### config.mk
export PLATFORM = sky130hd
export DESIGN_NAME = mixer_prims
export DESIGN_NICKNAME = d
export VERILOG_FILES = /design/src/rtl/mixer_prims_pkg.sv /design/src/rtl/mixer_prims_units.sv /design/src/rtl/mixer_prims.sv
export SDC_FILE = /design/constraint.sdc
export NUM_CORES = 2
export LEC_CHECK = 0
export ABC_AREA = 1
export CORE_MARGIN = 10
export CORE_UTILIZATION = 60
export CTS_CLUSTER_DIAMETER = 200
export CTS_CLUSTER_SIZE = 20
export DETAILED_ROUTE_END_ITERATION = 6
export PLACE_DENSITY = 0.87
export REMOVE_ABC_BUFFERS = 1
export SYNTH_ARGS = -nofsm -noshare
export SYNTH_HDL_FRONTEND = slang
export SYNTH_HIERARCHICAL = 1
export SYNTH_SLANG_ARGS = --single-unit
### constraint.sdc
create_clock -name clk -period 8.5 [get_ports clk]
set_input_delay 2.125 -clock clk [delete_from_list [all_inputs] [get_ports clk]]
set_output_delay 2.125 -clock clk [all_outputs]
set_load 0.05 [all_outputs]
### src/rtl/mixer_prims_pkg.sv
// Shared widths and constants for the mixer datapath primitives.
// Imported by ringbuf, pop_latch, mpemu_scale and the mixer_prims wrapper.
package mixer_prims_pkg;

  localparam int SAMPLE_WIDTH = 24;
  localparam int VOL_WIDTH    = 32;
  localparam int PROD_WIDTH   = 56;
  localparam int MULT_LATENCY = 6;
  localparam int RB_LEN       = 4;
  localparam int RB_LEN_LOG2  = 2;

  localparam logic [VOL_WIDTH-1:0] VOL_UNITY = 32'h0100_0000;

endpackage

### src/rtl/mixer_prims_units.sv
// Datapath primitives: ringbuf (4-deep sample ring), pop_latch (pending-pop
// flag) and mpemu_scale (6-stage signed sample*volume multiplier).
import mixer_prims_pkg::*;

// ringbuf: clk, rst, data_i/we_i write port, pop_i advances the read pointer,
// data_o = mem[rd_ptr + offset_i] (combinational). No full/empty guards.
module ringbuf #(
  parameter int LEN      = RB_LEN,
  parameter int LEN_LOG2 = RB_LEN_LOG2
) (
  input  logic                    clk,
  input  logic                    rst,
  input  logic [SAMPLE_WIDTH-1:0] data_i,
  input  logic                    we_i,
  input  logic                    pop_i,
  input  logic [LEN_LOG2-1:0]     offset_i,
  output logic [SAMPLE_WIDTH-1:0] data_o
);

  logic [SAMPLE_WIDTH-1:0] mem [LEN];
  logic [LEN_LOG2-1:0]     wr_ptr;
  logic [LEN_LOG2-1:0]     rd_ptr;
  logic [LEN_LOG2-1:0]     rd_idx;

  // Pointers are exactly LEN_LOG2 wide, so natural overflow is mod LEN.
  always_ff @(posedge clk or posedge rst) begin
    if (rst) begin
      wr_ptr <= '0;
      rd_ptr <= '0;
      for (int i = 0; i < LEN; i++) mem[i] <= '0;
    end else begin
      if (we_i) begin
        mem[wr_ptr] <= data_i;
        wr_ptr      <= wr_ptr + 1'b1;
      end
      if (pop_i) rd_ptr <= rd_ptr + 1'b1;
    end
  end

  assign rd_idx = rd_ptr + offset_i;
  assign data_o = mem[rd_idx];

endmodule

// pop_latch: clk, rst, pop_i sets, ack_pop_i clears, pop_latched_o flag.
// A set in the same cycle as an ack wins so no request is dropped.
module pop_latch (
  input  logic clk,
  input  logic rst,
  input  logic pop_i,
  input  logic ack_pop_i,
  output logic pop_latched_o
);

  always_ff @(posedge clk or posedge rst) begin
    if (rst)            pop_latched_o <= 1'b0;
    else if (pop_i)     pop_latched_o <= 1'b1;
    else if (ack_pop_i) pop_latched_o <= 1'b0;
  end

endmodule

// mpemu_scale: clk, mpcand_i (signed sample), scale_i (signed Q8.24 volume),
// mprod_o full-width signed product, MULT_LATENCY cycles later. No reset.
module mpemu_scale (
  input  logic                  clk,
  input  logic [SAMPLE_WIDTH-1:0] mpcand_i,
  input  logic [VOL_WIDTH-1:0]    scale_i,
  output logic [PROD_WIDTH-1:0]   mprod_o
);

  logic signed [SAMPLE_WIDTH-1:0] delayed_a;
  logic signed [VOL_WIDTH-1:0]    delayed_b;
  logic signed [SAMPLE_WIDTH-1:0] delayed_a2;
  logic signed [VOL_WIDTH-1:0]    delayed_b2;
  logic signed [PROD_WIDTH-1:0]   prod;
  logic signed [PROD_WIDTH-1:0]   prod_d1;
  logic signed [PROD_WIDTH-1:0]   prod_d2;

  // Stage 1-2 operand regs, stage 3 multiply, stages 4-6 retiming delay.
  always_ff @(posedge clk) begin
    delayed_a  <= mpcand_i;
    delayed_b  <= scale_i;
    delayed_a2 <= delayed_a;
    delayed_b2 <= delayed_b;
    prod       <= delayed_a2 * delayed_b2;
    prod_d1    <= prod;
    prod_d2    <= prod_d1;
    mprod_o    <= prod_d2;
  end

endmodule

### src/rtl/mixer_prims.sv
// Wrapper exposing one ringbuf, one pop_latch and one mpemu_scale.
// Ports: rb_* ring buffer, pl_* pop latch, mp_* multiplier; clk, rst shared.
import mixer_prims_pkg::*;

module mixer_prims (
  input  logic                    clk,
  input  logic                    rst,
  input  logic [SAMPLE_WIDTH-1:0] rb_data_i,
  input  logic                    rb_we_i,
  input  logic                    rb_pop_i,
  input  logic [RB_LEN_LOG2-1:0]  rb_offset_i,
  output logic [SAMPLE_WIDTH-1:0] rb_data_o,
  input  logic                    pl_pop_i,
  input  logic                    pl_ack_pop_i,
  output logic                    pl_pop_latched_o,
  input  logic [SAMPLE_WIDTH-1:0] mp_mpcand_i,
  input  logic [VOL_WIDTH-1:0]    mp_scale_i,
  output logic [PROD_WIDTH-1:0]   mp_mprod_o
);

  ringbuf #(
    .LEN      (RB_LEN),
    .LEN_LOG2 (RB_LEN_LOG2)
  ) u_rb (
    .clk      (clk),
    .rst      (rst),
    .data_i   (rb_data_i),
    .we_i     (rb_we_i),
    .pop_i    (rb_pop_i),
    .offset_i (rb_offset_i),
    .data_o   (rb_data_o)
  );

  pop_latch u_pl (
    .clk           (clk),
    .rst           (rst),
    .pop_i         (pl_pop_i),
    .ack_pop_i     (pl_ack_pop_i),
    .pop_latched_o (pl_pop_latched_o)
  );

  mpemu_scale u_mp (
    .clk      (clk),
    .mpcand_i (mp_mpcand_i),
    .scale_i  (mp_scale_i),
    .mprod_o  (mp_mprod_o)
  );

endmodule

==> results_dict.tcl <==
set metrics [dict create \
    status "finished clean" \
    drive_gt1_share_pct 2.817 \
    drv_cap 0 \
    endpoint_kind "flop" \
    cts_made_buffers 25 \
    cp_data_required_time_ns 9.03 \
    synth_ff_type "dfxtp_1" \
    dp_hpwl_mm 82.08 \
    path_buf_inv 5 \
    numClockSinks 437 \
    finalSetupViolations 0 \
    synth_commonest_cells "1,380 x inv_1, 1,315 x nand2_1, 783 x fa_1" \
    drc_errors 0 \
    grt_setup_unrepaired "false" \
    dr.pass1.iters 6 \
    dieArea_um2 78410 \
    tightest_slew_ns 1.173 \
    ant_nets 0 \
    relSlewSlack_pct 21.72 \
    cpPeakStageDelay_ns 0.82 \
    worstPathArrival_ns 7.79 \
    initial_utilization_pct 60.51 \
    hold_violations 0 \
    finalCriticalPeriod_ns 7.258 \
    cts_htree_levels 1 \
    m1WireLength_mm 35.83 \
    core_um2 67040 \
    dpl.cell_count 5701 \
    critPathLaunchType "flop" \
    die_width_um 280.0 \
    place_area_um2 43040 \
    met3WireLength_mm 9.671 \
    cts_resized 0 \
    overflow 0 \
    tns_ns 0 \
    clk_latency_ns 0.63 \
    cp_top_family "adder cells" \
    fmax_mhz 137.8 \
    grt_pass1_vias 33250 \
    synth.most_common_cell "inv_1" \
    vias 30240 \
    antenna_found_initial 0 \
    syn_inst 4775 \
    yosysUniqueCellTypes 34 \
    syn-cell-area_um2 40560 \
    cts_tree "done" \
    routedWlPerCell_um 18.04 \
    yosysWarnings 6 \
    critical_path_peak_fanout 24 \
    path_clk_slew_ns 0.10 \
    fin_skew_ns 0.06737 \
    cts_buffer_depth 3 \
    synth_edf_count 0 \
    grtUsageTotal_pct 27.31 \
    layoutNonFillerInstCount 5736 \
    synth_top_area_share_pct 38.64 \
    path_common_cell "fa_1" \
    reg2reg_slack_ns 1.24 \
    rows 95 \
    cts-root-buf "clkbuf_16" \
    avgSynthCellArea_um2 8.495 \
    crit_type "flop to flop" \
    slew_violations 0 \
    synth-seq-cells 437 \
    postCtsHoldBufs 0 \
    yosysTopAreaCell "fa_1" \
    finalInstanceArea_um2 43720 \
    die_h_um 280.0 \
    period_share_pct 85.39 \
    grt_start_max_net_pins 80 \
    fin_nets 5881 \
    ys_seq_area_share_pct 22.81 \
    first_iter_violations 2615 \
    post_cts_buffers 0 \
    async_flop_share_pct 23.11 \
    syn_to_final_growth_pct 7.779 \
    design.portCount 169 \
    vias_per_cell 5.272 \
    critPathSlowestCell "fa_1" \
    dr.max_layer_used "met4" \
    grt_pass1_wl_mm 168.7 \
    routabilityCongestion 0.9559 \
    route.final.wire_length_mm 103.5 \
    min_path_type "flop to flop" \
    n_antenna_cell 0 \
    crit_chain "buf_4, nand2_1, inv_1, fa_1, fa_1, inv_1, fa_1, inv_1, fa_1, fa_1, fa_1, fa_1, ha_1, nand2_1, nor2_1, inv_1, nor2_2, and2_1, and2_1, nand2_1, nand3_1, nand2_1, nand2_1" \
    synth.top_cells.by_area "fa_1 39%, dfxtp_1 17%, inv_1 13%, nand2_1 12%, dfrtp_1 6.2%" \
    io_buffers 168 \
    wl_met2_mm 50.88 \
]
[worst reg2reg max path: cells and delay by family (launching register included)]
kind | cells | cell delay, ns
fa+ha+maj | 8 | 4.57
buf+inv | 5 | 1.06
simple gates | 10 | 1.23
flops | 1 | 0.31
[final cells by class]
type / instances / area, µm²
timing repair buffer: 226 / 2117
clock buffer: 33 / 655.6
fill: 5215 / 23320
clock inverter: 2 / 25.02
sequential: 437 / 9266
tap: 873 / 1092
multi-input combinational: 2783 / 25370
inverter: 1382 / 5189
[through the flow]
stage / setup slack [ns] / util (%) / hold slack, ns
final: 1.242 / 65.21 / 0.2682
after global routing: 0.7536 / 65.21 / 0.2930
after CTS: 1.235 / 65.21 / 0.2739
after detailed placement: 1.252 / 64.20 / 0.3121
after global placement: 1.332 / 64.20 / 0.3097
after floorplan: 1.926 / - / 0.3096
[path summary, 6_finish.rpt]
check                                            startpoint                             end  depth (start not counted)
worst max-delay path            u_mp/delayed_b2[31]$_DFF_P_           u_mp/prod[54]$_DFF_P_                         23
worst min-delay path               u_mp/prod_d1[12]$_DFF_P_        u_mp/prod_d2[12]$_DFF_P_                          0
worst max register to register  u_mp/delayed_b2[31]$_DFF_P_           u_mp/prod[54]$_DFF_P_                         23
worst min register to register     u_mp/prod_d1[12]$_DFF_P_        u_mp/prod_d2[12]$_DFF_P_                          0
max in group asynchronous                               rst        u_rb/mem[55]$_DFFE_PP0P_                          3
min in group asynchronous                               rst  u_pl/pop_latched_o$_DFFE_PP0P_                          2
[cell families after synthesis]
logic type,Yosys count,share of synthesized area [%]
AND/OR/NAND/NOR,1566,15.25
buffers and inverters,1555,14.64
adder cells (fa/ha/maj),938,43.42
flip-flops,437,22.81
AO/OA/AOI/OAI,241,3.054
XOR/XNOR,38,0.8205
[sequential cells by signal, indices dropped and copies added, names as in the netlist]
| name | flops |
|---|---|
| u_mp/mprod_o | 56 |
| u_mp/prod | 56 |
| u_mp/delayed_a2 | 24 |
| u_mp/delayed_a | 24 |
| u_rb/rd_ptr | 2 |
| u_mp/prod_d1 | 56 |
| u_pl/pop_latched_o | 1 |
| u_mp/prod_d2 | 56 |
| u_mp/delayed_b2 | 32 |
| u_mp/delayed_b | 32 |
| u_rb/wr_ptr | 2 |
| u_rb/mem | 96 |
[metal layers]
metal	GRT usage, %	vias to the layer above
met5	0	-
met4	15.90	0
met3	5.969	546
met2	47.31	1630
met1	30.77	14550
li1	-	13510
[placed cells by master, fill, tap and decap left out, types with 3 or more instances in the layout]
master and count:
nand2_1 1315, fa_1 783, clkdlybuf4s50_1 168, o21bai_1 10, nand4_1 17, o21ai_0 166, ha_1 154, clkbuf_1 8
nor2_1 99, xnor2_1 3, nand2_2 10, nor2_2 13, dfrtp_1 101, clkbuf_16 25, buf_4 58, nand3_2 6
a21oi_1 57, and2_1 4, or2_2 7, o21ai_1 5, nand3_1 78, nor3_1 7, inv_1 1379, dfxtp_1 326
dfxtp_2 10, nand3b_1 3, xor2_1 35
Power is left out: the tool's default activity adds up to more than one toggle a clock period on the data nets, which glitch-free logic cannot reach.
